`src/rtl/ioctl_rom_writer.sv`:
```
// ioctl_rom_writer
// Packs the HPS ROM download byte stream into 16-bit SDRAM words and writes
// them over a toggle request/acknowledge handshake. Even bytes wait in a
// one-entry pending register so they can be paired with the following odd
// byte. Unpaired bytes are flushed as single-lane writes.
//
// Ports
//   CLK_32M, reset_n      : clock, asynchronous active-low reset
//   ioctl_download/wr/index/addr/dout : HPS download byte stream
//   ioctl_wait            : backpressure, high while an SDRAM write is in flight
//   sdr_addr/din/wrl/wrh  : word address, data and byte-lane enables
//   sdr_req / sdr_ack     : request toggle out, acknowledge toggle in
//   done                  : one-cycle pulse once a download has fully drained
//   err_overrun           : sticky, a qualified byte arrived while busy
//   bytes_written         : bytes committed to SDRAM in the current download
module ioctl_rom_writer #(
    parameter logic [7:0]  INDEX = 8'd0,
    parameter logic [23:0] BASE  = 24'h000000
) (
    input  logic        CLK_32M,
    input  logic        reset_n,
    input  logic        ioctl_download,
    input  logic        ioctl_wr,
    input  logic [7:0]  ioctl_index,
    input  logic [24:0] ioctl_addr,
    input  logic [7:0]  ioctl_dout,
    output logic        ioctl_wait,
    output logic [23:0] sdr_addr,
    output logic [15:0] sdr_din,
    output logic        sdr_wrl,
    output logic        sdr_wrh,
    output logic        sdr_req,
    input  logic        sdr_ack,
    output logic        done,
    output logic        err_overrun,
    output logic [24:0] bytes_written
);

    typedef enum logic [1:0] {
        ST_SYNC  = 2'd0,
        ST_IDLE  = 2'd1,
        ST_BUSY  = 2'd2,
        ST_BUSY2 = 2'd3
    } state_t;

    state_t      state_q, state_d;
    logic        dl_q, dl_d;
    logic        pend_valid_q, pend_valid_d;
    logic [23:0] pend_addr_q, pend_addr_d;
    logic [7:0]  pend_data_q, pend_data_d;
    logic        end_pend_q, end_pend_d;
    logic        done_wait_q, done_wait_d;
    logic [23:0] qd_addr_q, qd_addr_d;
    logic [15:0] qd_din_q, qd_din_d;
    logic        qd_wrl_q, qd_wrl_d;
    logic        qd_wrh_q, qd_wrh_d;
    logic        sdr_req_q, sdr_req_d;
    logic [23:0] sdr_addr_q, sdr_addr_d;
    logic [15:0] sdr_din_q, sdr_din_d;
    logic        sdr_wrl_q, sdr_wrl_d;
    logic        sdr_wrh_q, sdr_wrh_d;
    logic        wait_q, wait_d;
    logic        done_q, done_d;
    logic        err_q, err_d;
    logic [24:0] bytes_q, bytes_d;

    // Request to launch this cycle, merged into the output registers below.
    logic        iss_en;
    logic [23:0] iss_addr;
    logic [15:0] iss_din;
    logic        iss_wrl;
    logic        iss_wrh;

    logic        wr_qual;
    logic        dl_rise;
    logic        dl_fall;
    logic        ack;
    logic [23:0] byte_waddr;
    logic [23:0] pend_sdr_addr;
    logic [23:0] new_sdr_addr;
    logic [24:0] cur_lanes;

    assign wr_qual       = ioctl_wr && ioctl_download && (ioctl_index == INDEX);
    assign dl_rise       = ioctl_download && !dl_q;
    assign dl_fall       = !ioctl_download && dl_q;
    assign ack           = (sdr_ack == sdr_req_q);
    assign byte_waddr    = ioctl_addr[24:1];
    assign pend_sdr_addr = pend_addr_q + BASE;
    assign new_sdr_addr  = byte_waddr + BASE;
    assign cur_lanes     = {24'd0, sdr_wrl_q} + {24'd0, sdr_wrh_q};

    always_comb begin
        state_d      = state_q;
        dl_d         = ioctl_download;
        pend_valid_d = pend_valid_q;
        pend_addr_d  = pend_addr_q;
        pend_data_d  = pend_data_q;
        end_pend_d   = end_pend_q;
        done_wait_d  = done_wait_q;
        qd_addr_d    = qd_addr_q;
        qd_din_d     = qd_din_q;
        qd_wrl_d     = qd_wrl_q;
        qd_wrh_d     = qd_wrh_q;
        sdr_req_d    = sdr_req_q;
        sdr_addr_d   = sdr_addr_q;
        sdr_din_d    = sdr_din_q;
        sdr_wrl_d    = sdr_wrl_q;
        sdr_wrh_d    = sdr_wrh_q;
        done_d       = 1'b0;
        iss_en       = 1'b0;
        iss_addr     = '0;
        iss_din      = '0;
        iss_wrl      = 1'b0;
        iss_wrh      = 1'b0;

        // A new download restarts the counter and the error flag; an ack in
        // the same cycle still contributes its lanes to the fresh count.
        bytes_d = dl_rise ? '0 : bytes_q;
        err_d   = dl_rise ? 1'b0 : err_q;
        if (wr_qual && (state_q != ST_IDLE)) begin
            err_d = 1'b1;
        end

        case (state_q)
            ST_SYNC: begin
                // Align the request toggle with whatever the controller holds
                // so the first comparison does not look like an open request.
                sdr_req_d = sdr_ack;
                state_d   = ST_IDLE;
                if (dl_fall) begin
                    end_pend_d = 1'b1;
                end
            end

            ST_IDLE: begin
                if (end_pend_q || dl_fall) begin
                    end_pend_d = 1'b0;
                    if (wr_qual) begin
                        err_d = 1'b1;
                    end
                    if (pend_valid_q) begin
                        iss_en       = 1'b1;
                        iss_addr     = pend_sdr_addr;
                        iss_din      = {8'h00, pend_data_q};
                        iss_wrl      = 1'b1;
                        pend_valid_d = 1'b0;
                        done_wait_d  = 1'b1;
                        state_d      = ST_BUSY;
                    end else begin
                        done_d = 1'b1;
                    end
                end else if (wr_qual) begin
                    if (!ioctl_addr[0]) begin
                        // Even byte: push out any older orphan, then park it.
                        if (pend_valid_q) begin
                            iss_en   = 1'b1;
                            iss_addr = pend_sdr_addr;
                            iss_din  = {8'h00, pend_data_q};
                            iss_wrl  = 1'b1;
                            state_d  = ST_BUSY;
                        end
                        pend_valid_d = 1'b1;
                        pend_addr_d  = byte_waddr;
                        pend_data_d  = ioctl_dout;
                    end else if (pend_valid_q && (pend_addr_q == byte_waddr)) begin
                        iss_en       = 1'b1;
                        iss_addr     = new_sdr_addr;
                        iss_din      = {ioctl_dout, pend_data_q};
                        iss_wrl      = 1'b1;
                        iss_wrh      = 1'b1;
                        pend_valid_d = 1'b0;
                        state_d      = ST_BUSY;
                    end else if (pend_valid_q) begin
                        // Flush the orphan first; the odd byte waits in the
                        // queue registers until that write is acked.
                        iss_en       = 1'b1;
                        iss_addr     = pend_sdr_addr;
                        iss_din      = {8'h00, pend_data_q};
                        iss_wrl      = 1'b1;
                        qd_addr_d    = new_sdr_addr;
                        qd_din_d     = {ioctl_dout, 8'h00};
                        qd_wrl_d     = 1'b0;
                        qd_wrh_d     = 1'b1;
                        pend_valid_d = 1'b0;
                        state_d      = ST_BUSY2;
                    end else begin
                        iss_en   = 1'b1;
                        iss_addr = new_sdr_addr;
                        iss_din  = {ioctl_dout, 8'h00};
                        iss_wrh  = 1'b1;
                        state_d  = ST_BUSY;
                    end
                end
            end

            ST_BUSY: begin
                if (dl_fall) begin
                    end_pend_d = 1'b1;
                end
                if (ack) begin
                    bytes_d = bytes_d + cur_lanes;
                    state_d = ST_IDLE;
                    if (done_wait_q) begin
                        done_d      = 1'b1;
                        done_wait_d = 1'b0;
                    end
                end
            end

            ST_BUSY2: begin
                if (dl_fall) begin
                    end_pend_d = 1'b1;
                end
                if (ack) begin
                    bytes_d  = bytes_d + cur_lanes;
                    iss_en   = 1'b1;
                    iss_addr = qd_addr_q;
                    iss_din  = qd_din_q;
                    iss_wrl  = qd_wrl_q;
                    iss_wrh  = qd_wrh_q;
                    state_d  = ST_BUSY;
                end
            end

            default: begin
                state_d = ST_SYNC;
            end
        endcase

        if (iss_en) begin
            sdr_req_d  = ~sdr_req_q;
            sdr_addr_d = iss_addr;
            sdr_din_d  = iss_din;
            sdr_wrl_d  = iss_wrl;
            sdr_wrh_d  = iss_wrh;
        end

        wait_d = (state_d == ST_BUSY) || (state_d == ST_BUSY2);
    end

    always_ff @(posedge CLK_32M or negedge reset_n) begin
        if (!reset_n) begin
            state_q      <= ST_SYNC;
            dl_q         <= 1'b0;
            pend_valid_q <= 1'b0;
            pend_addr_q  <= '0;
            pend_data_q  <= '0;
            end_pend_q   <= 1'b0;
            done_wait_q  <= 1'b0;
            qd_addr_q    <= '0;
            qd_din_q     <= '0;
            qd_wrl_q     <= 1'b0;
            qd_wrh_q     <= 1'b0;
            sdr_req_q    <= 1'b0;
            sdr_addr_q   <= '0;
            sdr_din_q    <= '0;
            sdr_wrl_q    <= 1'b0;
            sdr_wrh_q    <= 1'b0;
            wait_q       <= 1'b0;
            done_q       <= 1'b0;
            err_q        <= 1'b0;
            bytes_q      <= '0;
        end else begin
            state_q      <= state_d;
            dl_q         <= dl_d;
            pend_valid_q <= pend_valid_d;
            pend_addr_q  <= pend_addr_d;
            pend_data_q  <= pend_data_d;
            end_pend_q   <= end_pend_d;
            done_wait_q  <= done_wait_d;
            qd_addr_q    <= qd_addr_d;
            qd_din_q     <= qd_din_d;
            qd_wrl_q     <= qd_wrl_d;
            qd_wrh_q     <= qd_wrh_d;
            sdr_req_q    <= sdr_req_d;
            sdr_addr_q   <= sdr_addr_d;
            sdr_din_q    <= sdr_din_d;
            sdr_wrl_q    <= sdr_wrl_d;
            sdr_wrh_q    <= sdr_wrh_d;
            wait_q       <= wait_d;
            done_q       <= done_d;
            err_q        <= err_d;
            bytes_q      <= bytes_d;
        end
    end

    assign ioctl_wait    = wait_q;
    assign sdr_addr      = sdr_addr_q;
    assign sdr_din       = sdr_din_q;
    assign sdr_wrl       = sdr_wrl_q;
    assign sdr_wrh       = sdr_wrh_q;
    assign sdr_req       = sdr_req_q;
    assign done          = done_q;
    assign err_overrun   = err_q;
    assign bytes_written = bytes_q;

endmodule
```
`config.mk`:
```
export PLATFORM = sky130hd
export DESIGN_NAME = ioctl_rom_writer
export DESIGN_NICKNAME = d
export VERILOG_FILES = /design/src/rtl/ioctl_rom_writer.sv
export SDC_FILE = /design/constraint.sdc
export NUM_CORES = 1
export LEC_CHECK = 0
export BUFFER_PORTS_ARGS = -buffer_cell sky130_fd_sc_hd__clkbuf_2
export CAP_MARGIN = 20
export CORE_UTILIZATION = 25
export CTS_BUF_LIST = sky130_fd_sc_hd__clkbuf_8
export DETAILED_ROUTE_END_ITERATION = 12
export GPL_ROUTABILITY_DRIVEN = 0
export HOLD_SLACK_MARGIN = 0.12
export SYNTH_ARGS = -nofsm -noshare
export SYNTH_HDL_FRONTEND = slang
export SYNTH_SLANG_ARGS = --single-unit
```
`constraint.sdc`:
```
create_clock -name CLK_32M -period 4.05 [get_ports CLK_32M]
set_clock_uncertainty 0.15 [all_clocks]
set_input_delay 0.81 -clock CLK_32M [delete_from_list [all_inputs] [get_ports CLK_32M]]
set_output_delay 0.81 -clock CLK_32M [all_outputs]
set_load 0.005 [all_outputs]
```
# Yosys cells after proc, flatten, opt, wreduce, memory -nomap -nowiden
# Index checks and enable logic that the tools add are counted.
[op_classes]
n_reduce_logical = 22
add_sub_neg = 2
bitwise_logic = 4
mux = 67
n_eq_ne = 12
[op_table]
columns = ["operator", "count"]
rows = [
  ["$mux W24", 7],
  ["$mux W16", 6],
  ["$mux W25", 3],
  ["$pmux W24 S2", 1],
  ["$mux W1", 36],
  ["$pmux W16 S2", 1],
  ["$add A25 B2 Y25", 1],
  ["$eq A24 B24 Y1", 1],
  ["$mux W2", 6],
  ["$pmux W1 S2", 5],
  ["$eq A2 B2 Y1 const B", 4],
  ["$logic_not A8 Y1", 1],
  ["$mux W8", 1],
  ["$pmux W2 S4", 1],
  ["$reduce_and A4 Y1", 2],
  ["$logic_and A1 B1 Y1", 6],
  ["$ne A2 B2 Y1 const B", 3],
  ["$reduce_and A6 Y1", 1],
  ["$reduce_bool A2 Y1", 3],
  ["$ne A2 B1 Y1 const B", 2],
  ["$not A1 Y1", 4],
  ["$reduce_and A2 Y1", 2],
  ["$reduce_or A3 Y1", 1],
  ["$add A1 B1 Y2", 1],
  ["6 further kinds", 8],
]
[totals]
inputBits = 46
reg_bits = 142

# Logic depth before layout (Yosys ltp)
[logic_depth]
ltp_word = 9
mapped_depth = 11

# Worst setup path before layout
# No wires, ideal clock.
[synth_path]
kind = "input -> register"
startpoint = "input ioctl_download"
endpoint = "register bytes_q[18] (netlist: bytes_written[18])"
setup_ps = 78
required_time_ps = 3822
arrival_ps = 3138
path_stages = 11
setup_slack_ps = 684
n_path_buf = 2
path_cell_list = "or2b_1 -> clkbuf_1 -> nand2_1 -> fa_1 -> inv_1 -> ha_1 -> nand3b_1 -> or4_4 -> buf_6 -> or3_1 -> a21oi_1"
[synth_via]
elab_chain_cells = 5
[synth_lines]
columns = ["item", "line", "text"]
rows = [
  ["start: declaration", "22", "input logic ioctl_download,"],
  ["$logic_and A1 B1 Y1 *", "84", "assign dl_rise = ioctl_download && !dl_q;"],
  ["$mux W25 *", "118", "bytes_d = dl_rise ? '0 : bytes_q;"],
  ["$add A25 B2 Y25", "201, 215", ""],
  ["$mux W25", "200, 214", ""],
  ["$mux W25 *", "n/a", ""],
  ["named net bytes_d[18]", "65", "logic [24:0] bytes_q, bytes_d;"],
  ["end signal: assignment", "283", "bytes_q <= bytes_d;"],
  ["end: declaration", "65", ""],
]
# Mark *: on every way through the listed nets, which the timed path passes. The rest lies on a longest branch.
# A chain may end at the register's enable or synchronous reset.

# Worst setup path in the final report
[layout_path]
startpoint = "input ioctl_download"
endpoint = "register bytes_q[22] (netlist: bytes_written[22])"
# The elaborated chain is that of the path after synthesis.

==> impl_results.md <==
- Total grt overflow: 0
- Cell chain of the critical path: clkbuf_2, or2b_1, nand2_1, fa_1, inv_1, ha_1, nand3b_1, or4_4, or4_1, a21oi_1
- Place WS: 0.660 ns
- Detailed placement HPWL: 12.8 mm
- CP endpoint kind: flop
- Async SR Flop Fraction: 1.00
- Post-synthesis sequential area ratio: 0.516
- Area fraction in compound gates after synthesis: 0.143
- Area of the multi-input gates: 3060 µm²
- Slew Limit Fails: 0
- Hold WS: 0.211 ns
- Routed vias/inst: 4.92
- Worst EP arrival: 3.17 ns
- Largest net degree at the start of global routing: 79
- Post CTS Setup Buffer Count: 0
- CP max stage delay: 0.55 ns
- Leakage: 3.97 nW
- RSZ-0062 raised after global routing: false
- Post-synth top cells: 142 x dfrtp_1, 50 x nand2_1, 46 x o21ai_0
- Netlist Area Pre-Place: 6890 µm²
- Required time of the critical path: 4.30 ns
- Most common cell in the synthesized netlist: dfrtp_1
- Initial antenna violation count: 0
- Hold Buf Count CTS: 0
- Setup ws final: 1.12 ns
- Drt first-iter violations: 329
- # clock sinks: 142
- PortBufs: 116
- Chip height: 168 µm
- Initial core utilization: 0.255
- Yosys warnings: 0
- PD cells: 413 nW/µm²
- Final setup viols: 0
- EDFF count, synth: 0
- Residual DRC: 0
- Clk_lat worst skew: 0.46 ns
- Critical-path maximum fanout: 12
- Critical Path Start Type: input pin
- Number of max-cap violations: 0
- Worst path bufs/invs: 2
- Cells after Synth: 660
- Die area: 28200 µm²
- Routed length on met1: 9.04 mm
- Leading post-synthesis cells by cell area: dfrtp_1 52%, mux2_1 4.7%, xor2_1 3.6%
- Met2 wire length: 9.40 mm
- Mapped Nets: 713
- Cell family with most CP delay: simple AND/OR/NAND/NOR gates
- Final instance area: 8410 µm²
- DR WL met3: 946 µm
- Final Non-Filler Cells: 1126
- Nets@finish: 825
- Drt wl/cell: 17.4 µm
- Detailed Routing Iterations Pass 1: 5
- Main combinational cell family by area after synthesis: simple AND/OR/NAND/NOR gates
- Post-synthesis xor/xnor area fraction: 0.0483
- CTS tree: done
- Htree depth: 4
- Synth Area in Simple Gates: 0.162
- Std-Cell Rows: 60
- CTS resizes: 0
- Placed insts: 1094
- Max frequency: 0.342 GHz
- Area Overhead vs Synth: 22.1%
- First-pass GRT wire length: 31.6 mm
- Critical-path top delay cell: or4_4
- Synthesized flop and latch total: 142
- GRT Total Usage: 0.145
- Tcrit/Tclk final: 0.723
- Synth cell types: 52
- Final ANT Viol Nets: 0
- Peak VDD IR: 0.179 mV
- Share of cells above drive strength 1: 0.242
- Via count: 5537
- Adder-cell share of the synthesized area: 0.0138
- Status: finished clean
- Fin Setup TNS: 0 ns
- # fillers: 2796
- Dpl cell area: 7930 µm²
- Mean post-synth cell area: 10.4 µm²
- Sequential Area: 3550 µm²
- Boundary Pins: 117
- Core footprint: 27000 µm²
- Cell taking the most area after synthesis: dfrtp_1
- Critical path class: in2reg
- DRT Wirelength: 19.6 mm
- Top Metal Used: met4
- Vias in the first global route: 5488
- Post-synthesis mux area share: 0.0714
- Clock transition at the registers of the reported paths: 0.09 ns
- Final hold vios: 0
- CTS Buf Count: 17
- CTS max path bufs: 2
- Worst min path class: in2async
- Rel. slew slack: 0.431
- Actual slew at the worst max-slew pin: 0.852 ns
- Chip Width: 168 µm
- Clk root buf: clkbuf_8
- Min Clock Period, post-route: 2.93 ns
- Antenna Cells: 0
- Top cell type's share of synthesized area: 0.516
- Most common flop cell mapped by yosys: dfrtp_1
-- area by class of cell --
class,count,share of cell area
clock inverter,14,0.0281
clock buffer,18,0.0294
tap,341,0.0507
multi-input combinational,438,0.363
sequential,142,0.422
timing repair buffer,134,0.0888
inverter,39,0.0174
-- cell families after synthesis --
family	after synthesis
AND/OR/NAND/NOR	201
AO/OA/AOI/OAI	148
flip-flops	142
buffers and inverters	80
multiplexers	44
XOR/XNOR	38
adder cells (fa/ha/maj)	7
-- worst paths after layout --
check                                startpoint                     endpoint  slack [ns]  cells after the start
max                              ioctl_download  bytes_written[22]$_DFF_PN0_        1.12                     10
min reg2reg                qd_wrh_q$_DFFE_PN0P_         qd_wrh_q$_DFFE_PN0P_        0.33                      1
max in group asynchronous               reset_n      sdr_din[12]$_DFFE_PN0P_        2.68                      2
min in group CLK_32M       qd_wrh_q$_DFFE_PN0P_         qd_wrh_q$_DFFE_PN0P_        0.33                      1
min                                     reset_n  bytes_written[24]$_DFF_PN0_        0.21                      1
max reg2reg                state_q[0]$_DFF_PN0_  bytes_written[22]$_DFF_PN0_        1.20                      6
-- sequential cells by signal, summed over array words and instances (netlist names) --
name,flops
bytes_written,25
pend_addr_q,24
qd_addr_q,24
sdr_addr,24
sdr_din,16
pend_data_q,8
qd_din_q,8
state_q,2
dl_q,1
done,1
done_wait_q,1
end_pend_q,1
err_overrun,1
ioctl_wait,1
pend_valid_q,1
qd_wrh_q,1
sdr_req,1
sdr_wrh,1
sdr_wrl,1
-- per-layer routing --
metal | GRT usage | vias to the layer above
met2 | 0.238 | 126
li1 | - | 2638
met1 | 0.188 | 2760
met4 | 0.0387 | 0
met3 | 0.0364 | 13
met5 | 0 | -
-- placed cells by master (no fill, tap or decap), drive strengths merged, types with 2 or more instances in the layout --
master   netlist  routed
mux2          41      41
clkbuf        31     133
and3          12      12
inv           39      45
dfrtp        142     142
xnor2         10      10
o21ai         46      46
and4           4       4
nand3         34      34
a31oi          9       9
nor2          18      18
nand2         50      50
a21o           3       3
o2111ai       24      24
or4            4       4
xor2          28      28
or3           10      10
a22oi         26      26
and2           8       8
o31ai          3       3
nand4         32      32
nor4           9       9
buf           10      19
nand2b         2       2
bufinv         0       6
a21boi         2       2
a21oi         20      20
nor3          10      10
a22o           9       9
ha             6       6
or2b           2       2
nand3b         2       2
clkinv         0       2
mux2i          3       3
-- report_power, final --
group	total, mW	internal, mW	switching (mW)
Sequential	1.51	1.46	0.0502
Clock	1.41	0.816	0.598
Combinational	0.547	0.170	0.377
Total	3.47	2.45	1.03
-- through the flow --
stage	utilization	power, mW
5_1_grt	0.311	3.65
3_5_place_dp	0.293	2.09
2_1_floorplan	-	1.84
3_3_place_gp	0.293	2.09
6_report	0.311	3.47
4_1_cts	0.311	3.52
No activity file was read; power rests on OpenSTA's default activity.
